## src/rtl/seg7_scan_driver.sv

```systemverilog
// Eight-digit hex 7-segment scan driver with a frame-synchronous snapshot.
// Latency: an/seg registered, one cycle behind digit_idx/snap. No backpressure; free-running scan.
// Optional feature macro: SEG7_LEADING_ZERO_BLANK_EN (blank leading zero digits above digit 0).
module seg7_scan_driver #(
    parameter int CLK_DIV = 100000
) (
    input  logic        clk,
    input  logic        reset,
    input  logic [31:0] display_data,
    input  logic        freeze,
    output logic [7:0]  an,
    output logic [6:0]  seg,
    output logic        frame_tick
);

    localparam int CW = $clog2(CLK_DIV);
    localparam logic [CW-1:0] DIV_MAX = CW'(CLK_DIV - 1);

    logic [CW-1:0] r_div_cnt;
    logic [2:0]    r_digit_idx;
    logic [31:0]   r_snap;
    logic [7:0]    r_an;
    logic [6:0]    r_seg;

    logic          w_tick;
    logic          w_frame;
    logic [3:0]    w_nibble;
    logic [6:0]    w_hex;
    logic          w_blank;
    logic [7:0]    w_an_nxt;
    logic [6:0]    w_seg_nxt;

    // Active-low patterns, bit 6 = g ... bit 0 = a.
    function automatic logic [6:0] hex7(input logic [3:0] v);
        case (v)
            4'h0:    hex7 = 7'b1000000;
            4'h1:    hex7 = 7'b1111001;
            4'h2:    hex7 = 7'b0100100;
            4'h3:    hex7 = 7'b0110000;
            4'h4:    hex7 = 7'b0011001;
            4'h5:    hex7 = 7'b0010010;
            4'h6:    hex7 = 7'b0000010;
            4'h7:    hex7 = 7'b1111000;
            4'h8:    hex7 = 7'b0000000;
            4'h9:    hex7 = 7'b0010000;
            4'hA:    hex7 = 7'b0001000;
            4'hB:    hex7 = 7'b0000011;
            4'hC:    hex7 = 7'b1000110;
            4'hD:    hex7 = 7'b0100001;
            4'hE:    hex7 = 7'b0000110;
            default: hex7 = 7'b0001110;
        endcase
    endfunction

    assign w_tick     = (r_div_cnt == DIV_MAX);
    assign w_frame    = w_tick && (r_digit_idx == 3'd7);
    assign frame_tick = w_frame;

    assign w_nibble = r_snap[{r_digit_idx, 2'b00} +: 4];
    assign w_hex    = hex7(w_nibble);

`ifdef SEG7_LEADING_ZERO_BLANK_EN
    logic [7:0] w_lead_nz;

    // w_lead_nz[k]: some nibble in k..7 of the snapshot is non-zero.
    always_comb begin
        w_lead_nz = 8'h00;
        for (int k = 0; k < 8; k++) begin
            w_lead_nz[k] = |(r_snap >> (4 * k));
        end
    end

    assign w_blank = (r_digit_idx != 3'd0) && !w_lead_nz[r_digit_idx];
`else
    assign w_blank = 1'b0;
`endif

    always_comb begin
        w_an_nxt  = ~(8'b1 << r_digit_idx);
        w_seg_nxt = w_hex;
        if (w_blank) begin
            w_an_nxt  = 8'hFF;
            w_seg_nxt = 7'h7F;
        end
    end

    always_ff @(posedge clk) begin
        if (reset) begin
            r_div_cnt   <= '0;
            r_digit_idx <= 3'd0;
            r_snap      <= 32'h0;
            r_an        <= 8'hFF;
            r_seg       <= 7'h7F;
        end else begin
            if (w_tick) begin
                r_div_cnt   <= '0;
                r_digit_idx <= r_digit_idx + 3'd1;
            end else begin
                r_div_cnt   <= r_div_cnt + 1'b1;
            end
            // freeze only matters at the frame boundary, so a frame never tears.
            if (w_frame && !freeze) begin
                r_snap <= display_data;
            end
            r_an  <= w_an_nxt;
            r_seg <= w_seg_nxt;
        end
    end

    assign an  = r_an;
    assign seg = r_seg;

endmodule
```

## config.mk

```make
export PLATFORM = sky130hd
export DESIGN_NAME = seg7_scan_driver
export DESIGN_NICKNAME = d
export VERILOG_FILES = /design/src/rtl/seg7_scan_driver.sv
export SDC_FILE = /design/constraint.sdc
export NUM_CORES = 1
export LEC_CHECK = 0
export ABC_CLOCK_PERIOD_IN_PS = 3100
export CAP_MARGIN = 20
export CORE_UTILIZATION = 53
export DETAILED_ROUTE_END_ITERATION = 7
export GPL_ROUTABILITY_DRIVEN = 0
export GPL_TIMING_DRIVEN = 0
export MAX_ROUTING_LAYER = met4
export PLACE_DENSITY = 0.79
export SLEW_MARGIN = 20
export SYNTH_ARGS = -nofsm -noshare
export SYNTH_HDL_FRONTEND = slang
export SYNTH_SLANG_ARGS = --single-unit
export TNS_END_PERCENT = 30
```

## constraint.sdc

```tcl
create_clock -name clk -period 3.1 [get_ports clk]
set_clock_uncertainty 0.05 [all_clocks]
set_input_delay 0.93 -clock clk [delete_from_list [all_inputs] [get_ports clk]]
set_output_delay 0.93 -clock clk [all_outputs]
set_load 0.005 [all_outputs]
```

==> out/metrics.yaml <==
status: "complete, no violations"
tightest_slew_ns: 0.746
grt_use_total_pct: 23.4
n_fill_cell: 468
grt_pass1_wl_mm: 10.9
drc: 0
layout_commonest_cell: "dfxtp_1"
p_sw_w: 0.000320
htree_levels: 3
p_comb_share_pct: 5.5
yosysUniqueCellTypes: 44
rows: 27
max-clock-path-buffers: 2
hpwl_mm: 4.77
drtPass1Iterations: 6
vias: 2519
cts_buffers: 9
synth_seq_area_share_pct: 42.8
internal_power_w: 0.00119
clock_latency_ns: 0.34
crit_chain: "or4b_4, nor4_2, clkdlybuf4s50_1"
hp-class: "reg2reg"
coreArea_mm2: 0.00561
clkTransAtPathRegs_ns: 0.06
ios: 51
dieHeight_um: 78.9
grt_pass1_vias: 2438
power.leakage_nw: 1.37
required_ns: 2.12
final_util_pct: 69.1
cts_sinks: 67
dpl_cell_area_mm2: 0.00372
slew-limit-headroom_pct: 48.8
setup_slack_ns: 0.107
cp_max_fo: 6
cp.arrival_ns: 2.01
p_clk_share_pct: 36.8
async_flop_share_pct: 0
syn_area_mm2: 0.00313
synth_fp_nets: 381
wl_per_cell_um: 13.5
cts_setup_buffers: 0
first_iter_violations: 120
min_period_over_period_pct: 96.5
hold_viol_final: 0
die_x_um: 78.9
maxCapViolCount: 0
synth_top_cell_by_area: "dfxtp_1"
drv_slew: 0
mostFrequentLayoutCells: "65 x dfxtp_1, 52 x nand2_1, 50 x clkdlybuf4s50_1"
num-nets-final: 442
crit_path_top_delay_cell: "or4b_4"
crit_buf_inv: 1
grt_max_degree: 11
antenna_left: 0
critPathLaunchType: "flop"
max_stage_delay_ns: 0.55
synth_top_area_share_pct: 42.8
max_freq_ghz: 0.334
synthFlopType: "dfxtp_1"
antenna_found_initial: 0
critPathKind: "reg2out"
cts_tree: "yes"
synth-seq-cells: 67
syn_inst: 334
initial_core_util_pct: 55.8
synth_area_per_cell_um2: 9.38
p_per_area_mw_per_mm2: 390
cpLargestDelayFamily: "simple AND/OR/NAND/NOR gates"
place_ws_ns: 0.164
hold_slack_ns: 0.398
cp-end-kind: "output pin"
synth_edf_count: 0
post-route-cell-area_mm2: 0.00388
syn2layout_area_growth_pct: 23.8
dieArea_mm2: 0.00622
synth_area_leaders: "dfxtp_1 43%, a21oi_2 7.8%, nand2_1 6.2%"
routed_via_density: 5.38
vdd_drop_max_v: 0.000208
grt_overflow_total: 0
root_buffer: "clkbuf_8"
seqPwrFrac_pct: 57.7
diodes: 0
io_buffers: 50
setup_viol: 0
fin_crit_ns: 2.99
yosysWarnings: 0
switching_share_pct: 21.2
drive_gt1_share_pct: 24.0
wl_mm: 6.33
cell families (layout without fill, tap and decap cells):
kind of cell / Yosys count / count (layout) / share of synthesized area, %
buffers and inverters: 24 / 86 / 4.23
multiplexers: 15 / 15 / 7.31
XOR/XNOR: 15 / 15 / 4.20
adder cells (fa/ha/maj): 12 / 12 / 4.79
flip-flops: 67 / 67 / 42.8
AO/OA/AOI/OAI: 58 / 58 / 13.7
AND/OR/NAND/NOR: 143 / 143 / 23.0
per-layer routing:
metal	global-route usage, %	share of wire (%)
met1	28.3	46
met2	38.4	49
met3	3.91	3.6
met4	10.9	1.8
met5	-	0
worst min-delay path: cells and delay by family (launching register included):
family           cells  cell delay, ns
AO/OA/AOI/OAI        1            0.05
AND/OR/NAND/NOR      1            0.05
flip-flops           1            0.31
final cells by class:
type	count	area, µm²	area share (%)
flip-flops and latches	67	1340	34.7
plain buffers	14	95.1	2.45
well taps	72	90.1	2.32
clock buffers	11	131	3.39
multi-input cells	243	1670	43.2
clock inverters	1	5.00	0.129
repair buffers	50	500	12.9
inverters	10	37.5	0.968
power groups by stage:
stage                     Combinational (W)  Clock, W  Sequential (W)
after CTS                         0.0000826  0.000569        0.000873
after global routing              0.0000903  0.000617        0.000873
after global placement            0.0000814         0        0.000892
final                             0.0000827  0.000557        0.000873
after floorplan                   0.0000212         0        0.000892
after detailed placement          0.0000821         0        0.000892
timing repair:
action / CTS / global route
endpoints found under the setup margin: 1 / 2
pin swaps: 1 / 0
resized for setup: 0 / 6
hold buffers: 0 / 0
final timing paths:
path	from	cells after the start	to	slack [ns]
worst min register to register	r_snap[24]$_SDFFE_PP0P_	2	r_snap[24]$_SDFFE_PP0P_	0.40
worst max-delay path	r_div_cnt[12]$_SDFF_PP0_	3	frame_tick	0.11
worst min-delay path	r_snap[24]$_SDFFE_PP0P_	2	r_snap[24]$_SDFFE_PP0P_	0.40
worst max register to register	r_digit_idx[0]$_SDFFE_PP0P_	7	seg[3]$_SDFF_PP1_	0.35
per-stage QoR:
step / TNS [ns] / power [W] / instances
2_1_floorplan: 0 / 0.000914 / 334
3_3_place_gp: 0 / 0.000973 / 456
5_1_grt: -0.00409 / 0.00158 / 468
4_1_cts: 0 / 0.00152 / 468
3_5_place_dp: 0 / 0.000974 / 456
6_report: 0 / 0.00151 / 468
Yosys cell counts, drive strengths merged (2+ instances only):
cell type and number:
ha 12, clkbuf 5, nand3 14, and4bb 2, inv 9, dfxtp 67
nor4 4, o221ai 3, xor2 8, xnor2 7, a31oi 2, mux4 6
and3 3, nor3 2, mux2 3, a21oi 39, nor2 27, mux2i 6
buf 9, o22ai 2, o21ai 7, nand2 82
state kept, by name, indices dropped and copies added (netlist names):
register / cells
seg: 7
an: 8
r_snap: 32
r_div_cnt: 17
r_digit_idx: 3
Power figures use the tool's default switching activity.
